===== config.mk =====
export PLATFORM = sky130hd
export DESIGN_NAME = led_matrix_scan_ctrl
export DESIGN_NICKNAME = d
export VERILOG_FILES = /design/src/rtl/led_matrix_scan_ctrl.sv
export SDC_FILE = /design/constraint.sdc
export NUM_CORES = 1
export LEC_CHECK = 0
export ABC_AREA = 1
export ABC_CLOCK_PERIOD_IN_PS = 3850
export CORE_MARGIN = 2
export CORE_UTILIZATION = 30
export CTS_CLUSTER_DIAMETER = 40
export DETAILED_ROUTE_END_ITERATION = 10
export DONT_BUFFER_PORTS = 1
export SYNTH_ARGS = -nofsm -noshare
export SYNTH_HDL_FRONTEND = slang
export SYNTH_SLANG_ARGS = --single-unit
export TNS_END_PERCENT = 30

===== constraint.sdc =====
create_clock -name clk -period 3.85 [get_ports clk]
set_input_delay 1.155 -clock clk [delete_from_list [all_inputs] [get_ports clk]]
set_output_delay 1.155 -clock clk [all_outputs]
set_load 0.01 [all_outputs]

===== src/rtl/led_matrix_scan_ctrl.sv =====
// Row-scan driver for a ROWS x COLS LED matrix with a multi-frame pixel buffer.
// Optional PWM dimming of the column lines is enabled by defining LED_SCAN_DIM_EN.
module led_matrix_scan_ctrl #(
    parameter int ROWS         = 8,
    parameter int COLS         = 8,
    parameter int FRAMES       = 2,
    parameter int SCAN_DIV     = 16384,
    parameter int BLANK_CYCLES = 4,
    parameter int FRAME_HOLD   = 1024,
    localparam int FW = (FRAMES > 1) ? $clog2(FRAMES) : 1,
    localparam int RW = $clog2(ROWS)
) (
    input  logic            clk,
    input  logic            rst_n,
    input  logic            wr_en,
    input  logic [FW-1:0]   wr_frame,
    input  logic [RW-1:0]   wr_row,
    input  logic [COLS-1:0] wr_data,
    input  logic            anim_en,
    input  logic [FW-1:0]   frame_sel,
`ifdef LED_SCAN_DIM_EN
    input  logic [3:0]      bright,
`endif
    output logic [ROWS-1:0] vert,
    output logic [COLS-1:0] hori,
    output logic [FW-1:0]   cur_frame,
    output logic            frame_start
);

    localparam int PW = $clog2(SCAN_DIV);
    localparam int HW = (FRAME_HOLD > 1) ? $clog2(FRAME_HOLD) : 1;
    // With no blanking the next slot's row has to be fetched on the last prescaler count.
    localparam int SAMPLE_AT = (BLANK_CYCLES == 0) ? SCAN_DIV - 1 : BLANK_CYCLES - 1;
    localparam logic [ROWS-1:0] TOP_BIT = {1'b1, {(ROWS-1){1'b0}}};

    logic [COLS-1:0]        mem [FRAMES][ROWS];
    logic [FRAMES*ROWS-1:0] wr_hit;

    logic [PW-1:0]   presc_reg, presc_next;
    logic [RW-1:0]   row_reg, row_next;
    logic [HW-1:0]   hold_reg, hold_next;
    logic [FW-1:0]   frame_reg, frame_next;
    logic [COLS-1:0] row_data_reg;
    logic [ROWS-1:0] vert_reg;
    logic [COLS-1:0] hori_reg;
    logic            fs_reg;
    logic            tick, wrap, blank, gate;

    // Out-of-range write addresses match no entry, so they are dropped here.
    for (genvar gi = 0; gi < FRAMES; gi++) begin : g_frame
        for (genvar gj = 0; gj < ROWS; gj++) begin : g_row
            assign wr_hit[gi*ROWS+gj] = wr_en && (wr_frame == FW'(gi)) && (wr_row == RW'(gj));
        end
    end

    always_ff @(posedge clk or negedge rst_n) begin
        if (!rst_n) begin
            for (int f = 0; f < FRAMES; f++)
                for (int r = 0; r < ROWS; r++)
                    mem[f][r] <= '0;
        end else begin
            for (int f = 0; f < FRAMES; f++)
                for (int r = 0; r < ROWS; r++)
                    if (wr_hit[f*ROWS+r]) mem[f][r] <= wr_data;
        end
    end

`ifdef LED_SCAN_DIM_EN
    logic [3:0] pwm_cnt_reg;
    always_ff @(posedge clk or negedge rst_n) begin
        if (!rst_n) pwm_cnt_reg <= '0;
        else        pwm_cnt_reg <= pwm_cnt_reg + 4'd1;
    end
    assign gate = (pwm_cnt_reg > bright);
`else
    assign gate = 1'b0;
`endif

    always_comb begin
        tick       = (presc_reg == PW'(SCAN_DIV - 1));
        wrap       = tick && (row_reg == RW'(ROWS - 1));
        blank      = (32'(presc_reg) < BLANK_CYCLES);
        presc_next = tick ? '0 : presc_reg + 1'b1;
        row_next   = row_reg;
        hold_next  = hold_reg;
        frame_next = frame_reg;
        if (tick)
            row_next = (row_reg == RW'(ROWS - 1)) ? '0 : row_reg + 1'b1;
        if (wrap) begin
            if (anim_en) begin
                if (hold_reg == HW'(FRAME_HOLD - 1)) begin
                    hold_next  = '0;
                    frame_next = (frame_reg == FW'(FRAMES - 1)) ? '0 : frame_reg + 1'b1;
                end else begin
                    hold_next = hold_reg + 1'b1;
                end
            end else begin
                hold_next  = '0;
                frame_next = (32'(frame_sel) < FRAMES) ? frame_sel : '0;
            end
        end
        if (FRAMES == 1) begin
            frame_next = '0;
            hold_next  = '0;
        end
    end

    always_ff @(posedge clk or negedge rst_n) begin
        if (!rst_n) begin
            presc_reg    <= '0;
            row_reg      <= '0;
            hold_reg     <= '0;
            frame_reg    <= '0;
            row_data_reg <= '0;
            vert_reg     <= '1;
            hori_reg     <= '0;
            fs_reg       <= 1'b0;
        end else begin
            presc_reg <= presc_next;
            row_reg   <= row_next;
            hold_reg  <= hold_next;
            frame_reg <= frame_next;
            // Latched once per slot so a rewrite of the visible row cannot tear it.
            if (presc_reg == PW'(SAMPLE_AT))
                row_data_reg <= mem[frame_next][row_next];
            vert_reg <= blank ? '1 : ~(TOP_BIT >> row_reg);
            hori_reg <= (blank || gate) ? '0 : row_data_reg;
            fs_reg   <= (presc_reg == PW'(BLANK_CYCLES)) && (row_reg == '0);
        end
    end

    assign vert        = vert_reg;
    assign hori        = hori_reg;
    assign cur_frame   = frame_reg;
    assign frame_start = fs_reg;

endmodule


==> summary.txt <==
Status = finished clean
Post-synthesis register bit count = 181
CTS tree = done
CTS Buf Count = 17
Mapped Area = 0.00878 sq mm
R2R Setup Slk = 1.10 ns
Clk slew on worst S/H paths = 0.07 ns
Core ar. = 0.0288 sq mm
Post-cts sizing count = 0
Worst setup EP type = flop
Worst vdd ir = 336 uV
CTS Hold Bufs = 0
DRC errors left = 0
Setup TNS = 0 ns
Tmin final = 2.75 ns
Non-Filler Instances = 1467
Final net count = 1096
Static leakage = 0.00470 uW
Achievable Freq = 364 MHz
Wirelength per Cell = 14.2 um
Max-Cap Viols = 0
Average size of a mapped cell = 8.02 sq um
Ports = 35
Final instance area = 0.00966 sq mm
Syn nets = 1121
Post-synthesis sequential area ratio = 51.7%
Die footprint = 0.0306 sq mm
Gr usage total = 14.3%
Startpoint Class = flop
Largest cells by area after synthesis = dfrtp_1 49%, nand2_1 11%, nand3_1 10%
Slew HR = 24.4%
Critical-path top delay cell = nor2_4
Vias in the first global route = 6961
Netlist cell types = 36
DP Area = 0.00909 sq mm
Post-route ant nets = 0
Reg2reg path depth = 13
Hold Crit Class = in -> async
First-pass GRT wire length = 35300 um
Slew Limit Fails = 0
Worst r2r dst = row_data_reg[1]
Final setup viols = 0
Post-Syn Instances = 1095
GP Congestion = 0.806
# placed instances = 1435
Die height = 175 um
Pwr per Cell Area = 471 mW/mm^2
Most frequent CP cell = nand2_1
Port buffer count = 0
Total grt overflow = 0
Root Driver = clkbuf_16
Final Hold Vio Count = 0
Vias = 6906
Yosys top cell by area = dfrtp_1
Share of cells above drive strength 1 = 6.09%
Setup Crit Path Kind = reg -> reg
Initial antenna violation count = 0
Largest register FFs = 128
Top cell type's share of synthesized area = 49.3%
Worst EP required = 4.21 ns
CP peak stage delay = 0.49 ns
Max Root-Sink Buffers = 2
RSZ-0062 raised after global routing = no
Area Growth Syn to Fin = 10.1%
Die width = 175 um
Clk_skew = 0.0120 ns
Clock Latency Late Sink = 0.43 ns
CTS sink cnt = 181
Synthesis warning total = 0
Row count = 62
Setup repair bufs after CTS = 0
1st-iter DRT viols = 581
Vias/cell = 4.71
Final WL = 20900 um
Hpwl dp = 13700 um
Diode count = 0
Worst-Margin Slew = 1.13 ns
H-tree depth = 4
RR Startpoint = presc_reg[0]
Critical path, cell by cell = ha_1 -> nand3_2 -> nor2_4 -> nand2_4 -> inv_2 -> nor2_1 -> nor2_4 -> inv_2 -> nand3_1 -> nand3_1 -> nand2_1 -> nand2_1 -> nand2_1
Largest net degree at the start of global routing = 182
Crit-path max FO = 18
Final Core Density = 33.6%
Crit share post-route = 71.3%
CP Data Arrival Time = 3.11 ns
Initial Util = 30.5%
First-pass DRT Iterations = 5
[final cells by class]
| type | instances | area [sq um] |
|---|---|---|
| clock inverter | 11 | 113 |
| multi-input combinational | 694 | 3360 |
| clock buffer | 21 | 460 |
| inverter | 166 | 623 |
| fill | 3030 | 19100 |
| timing repair buffer | 10 | 87.6 |
| tap | 384 | 480 |
| sequential | 181 | 4540 |
[logic make-up (layout without fill, tap and decap cells)]
| kind of cell | Yosys count | after routing | synth area share, % |
|---|---|---|---|
| fa+ha+maj | 9 | 9 | 1.28 |
| buf+inv | 220 | 208 | 10.3 |
| flops | 181 | 181 | 51.7 |
| xor+xnor | 7 | 7 | 0.698 |
| compound gates | 147 | 147 | 8.64 |
| simple gates | 531 | 531 | 27.4 |
[worst max-delay path by stage]
stage	startpoint	end	slack, ns	depth (start not counted)
final	presc_reg[0]	row_data_reg[1]	1.10	13
after global routing	presc_reg[0]	row_data_reg[1]	0.83	15
after CTS	presc_reg[0]	row_data_reg[1]	1.08	15
after detailed placement	anim_en	row_data_reg[4]	1.06	11
after global placement	anim_en	row_data_reg[3]	1.09	11
after floorplan	wr_row[2]	mem[0]	1.25	5
[routing by layer]
metal	wire length (um)	GRT usage, %
met1	9730	18.6
met2	9940	23.7
met3	779	2.61
met4	432	5.10
met5	0	0
[worst max-delay path, delay by kind of cell, from the launching register on]
family / cells / cell delay [ns]
DFF: 1 / 0.39
buffers and inverters: 2 / 0.47
adders and majority gates: 1 / 0.22
and+or+nand+nor: 10 / 1.57
[where the power goes]
part / switching (uW) / leakage [uW] / internal, uW / total [uW]
sequential: 125 / 0.00228 / 2190 / 2320
clock: 767 / 0.000279 / 939 / 1710
combinational: 301 / 0.00214 / 220 / 521
total: 1190 / 0.00470 / 3350 / 4550
[Yosys cell counts]
library cell    n
inv_1         160
nand2_2         1
inv_2           5
a31oi_1         1
nor2_1         42
clkinv_1        1
o21ai_0       132
xor2_1          5
a21oi_2         1
buf_6           4
nand2_1       261
dfrtp_1       173
nand4_1         5
o21ai_2         1
nand3_1       175
nand3b_1       24
ha_1            9
clkbuf_1       26
xnor2_1         2
nand2_4         1
dfstp_2         8
nor3_4          1
buf_2          17
o21a_1          2
a21oi_1         7
a21o_1          1
nand3_2         2
nor3_1          9
nor3b_1         2
buf_4           7
a22oi_1         1
nor4_1          3
nor2_2          1
a221oi_1        1
nor2_4          3
and3_1          1
[per-stage QoR]
step | total power, uW | hold WS [ns] | setup slack (ns)
floorplan | 2750 | 0.444 | 1.25
global placement | 2860 | 0.458 | 1.09
detailed placement | 2880 | 0.465 | 1.06
CTS | 4600 | 0.400 | 1.08
global route | 4810 | 0.396 | 0.829
finish | 4550 | 0.416 | 1.10
[layout by cell type (no fill, tap or decap), types with 2 or more instances in the layout]
master,count
clkinv_4,3
xnor2_1,2
inv_6,5
inv_1,160
xor2_1,5
nand3_1,175
nand3_2,2
o21a_1,2
buf_4,9
a21oi_1,7
nor2_1,42
nand2_1,260
dfrtp_1,173
nand3b_1,24
nor4_1,2
clkbuf_8,2
clkbuf_1,2
inv_2,5
ha_1,9
nand2_2,2
dfstp_2,8
nor3_1,9
nor3b_1,2
clkbuf_16,17
o21ai_0,132
nand4_1,5
nor2_4,3
Power figures use the tool's default switching activity.
==> variant: new RTL, same flow settings <==
Set the parameter `SCAN_DIV` to 8192 (it was 16384).
--- a/src/rtl/led_matrix_scan_ctrl.sv
+++ b/src/rtl/led_matrix_scan_ctrl.sv
@@ -5,5 +5,5 @@
     parameter int COLS         = 8,
     parameter int FRAMES       = 2,
-    parameter int SCAN_DIV     = 16384,
+    parameter int SCAN_DIV     = 8192,
     parameter int BLANK_CYCLES = 4,
     parameter int FRAME_HOLD   = 1024,
Behaviour: same outputs for any inputs over 10 cycles, from zero or initial values and one cycle with rst_n low; that may be too few to reach the edited logic, so the function may still have changed.
==> variant against the unedited design <==
- synthesized area barely moved
- routed wire length rose by 6.3%
- highest routed layer unchanged
- total power rose by 1.3%
- global-route usage rose by 0.97 points
- largest cell class unchanged
- cell area rose by 0.19%
- worst setup slack got worse by 210 ps
- sequential cell count fell by 1
- via count rose by 0.48%
==> variant: results (changes against the unedited design) <==
- Status: complete, no violations (unchanged).
- The fraction of registers with async set or reset after synthesis came to 100% (unchanged).
- The worst slew slack as a fraction of its limit came to 27.1% (was 24.4%).
- The first-pass GRT wire length is 37100 um (was 35300 um).
- The static power due to leakage is 4.73 nW (was 4.70 nW).
- The number of cells upsized or downsized after cts came to 0 (unchanged).
- The worst vdd rail ir drop is 0.260 mV (was 0.336 mV).
- The ratio of cells with drive above 1 in the final layout is 6.64% (was 6.09%).
- The placed wire-length estimate came to 14200 um (was 13700 um).
- The initial antenna violation count is 0 (unchanged).
- The number of buffers created by CTS came to 17 (unchanged).
- The maximum number of pins on one net before global-route repair was 181 (was 182).
- The depth of the CTS H-tree was 4 (unchanged).
- The post-synthesis sequential area ratio came to 51.4% (was 51.7%).
- The CTS clock-pin slew for the worst setup and hold paths is 70 ps (about the same).
- Biggest area contributors in the synthesized netlist: dfrtp_1 49%, nand2_1 11%, nand3_1 9.7% (was dfrtp_1 49%, nand2_1 11%, nand3_1 10%).
- The number of flip-flops under the largest register name is 128 (unchanged).
- The cell at the root of the clock tree is clkbuf_16 (unchanged).
- The average via count per standard cell came to 4.73 (was 4.71).
- The cell area after placement was 9090 um2 (about the same).
- The arrival time at the worst endpoint is 3320 ps (was 3110 ps).
- The worst setup skew after layout is 11.3 ps (was 12.0 ps).
- The commonest register cell after synthesis is dfrtp_1 (unchanged).
- The initial detailed-routing violation count was 611 (was 581).
- The number of post-CTS setup repair buffers came to 0 (unchanged).
- The antenna cell count is 0 (unchanged).
- The number of optimization iterations in the first detailed-route pass is 5 (unchanged).
- The path category of the worst min-delay check was primary input to async pin (unchanged).
- The overall fraction of global-route tracks in use is 15.2% (was 14.3%).
- The number of port buffers came to 0 (unchanged).
- The maximum fanout count along the critical path is 18 (unchanged).
- Most frequent cells after synthesis: 264 x nand2_1, 172 x dfrtp_1, 170 x inv_1, 170 x nand3_1, 135 x o21ai_0 (was 261 x nand2_1, 175 x nand3_1, 173 x dfrtp_1).
- The filler cell count in the final layout is 2991 (was 3030).
- The total wire length came to 22200 um (was 20900 um).
- The clock latency at the later pin of the worst-skew pair is 430 ps (about the same).
- The synthesized netlist net count was 1118 (was 1121).
- The buffer levels on the longest clock path came to 2 (unchanged).
- The number of library cell types mapped by synthesis came to 38 (was 36).
- The final weighted congestion in routability-driven placement came to 0.799 (was 0.806).
- The number of warnings printed during yosys synthesis was 0 (unchanged).
- The number of global-route vias before repair is 6909 (was 6961).
variant: metal layers:
metal / vias to the layer above / wire, um / part of all wire [%] / global-route usage [%]
li1: 3426 / - / - / -
met1: 3366 / 10600 / 48 / 21.0
met2: 134 / 10400 / 47 / 24.6
met3: 13 / 903 / 4.1 / 2.98
met4: 0 / 227 / 1.0 / 3.61
met5: - / 0 / 0 / 0
variant: worst paths after layout:
| check | from | end | slack, ps | cells after the start |
|---|---|---|---|---|
| setup reg to reg | presc_reg[0]$_DFF_PN0_ | row_data_reg[7]$_DFFE_PN0N_ | 890 | 14 |
| hold / removal | rst_n | mem[74]$_DFFE_PN0P_ | 430 | 0 |
| min in group clk | mem[98]$_DFFE_PN0P_ | mem[98]$_DFFE_PN0P_ | 480 | 2 |
| setup / recovery | presc_reg[0]$_DFF_PN0_ | row_data_reg[7]$_DFFE_PN0N_ | 890 | 14 |
| max in group asynchronous | rst_n | vert[7]$_DFF_PN1_ | 3120 | 0 |
| hold reg to reg | mem[98]$_DFFE_PN0P_ | mem[98]$_DFFE_PN0P_ | 480 | 2 |
variant: cells by family after synthesis:
| logic type | synth area share (%) |
|---|---|
| fa+ha+maj | 1.28 |
| buf+inv | 10.5 |
| simple gates | 27.3 |
| flops | 51.4 |
| compound gates | 8.94 |
| xor+xnor | 0.598 |
variant: cell type report:
class / count / share of cell area (%)
flip-flops and latches: 180 / 46.6
multi-input cells: 689 / 34.6
inverters: 172 / 6.68
well taps: 384 / 4.96
clock buffers: 22 / 4.90
clock inverters: 10 / 1.23
repair buffers: 11 / 0.982
variant: where the power goes:
| group | switching [W] | internal [W] | total [W] |
|---|---|---|---|
| combinational | 0.000307 | 0.000219 | 0.000525 |
| sequential | 0.000130 | 0.00218 | 0.00231 |
| clock | 0.000749 | 0.00101 | 0.00176 |
variant: critical path, stage by stage, from the launching register on:
cell     delay [ps]
dfrtp_1         390
ha_1            230
nand3_2         140
nor3_2          250
nand2_2         190
nand2_1         110
o21ai_2          60
inv_1           540
buf_4           360
nand3_1         150
nand3_1          90
nand3_1         140
nand2_1         130
nand2_1          60
nand2_1          60
variant: metrics by stage:
stage / cells / util (%) / worst slack [ps] / hold slack [ps]
after global placement: 1436 / 31.6 / 961 / 459
after global routing: 1468 / 33.6 / 724 / 402
after floorplan: 1092 / - / 1250 / 444
after detailed placement: 1436 / 31.6 / 940 / 464
after CTS: 1468 / 33.6 / 920 / 411
final: 1468 / 33.6 / 891 / 430
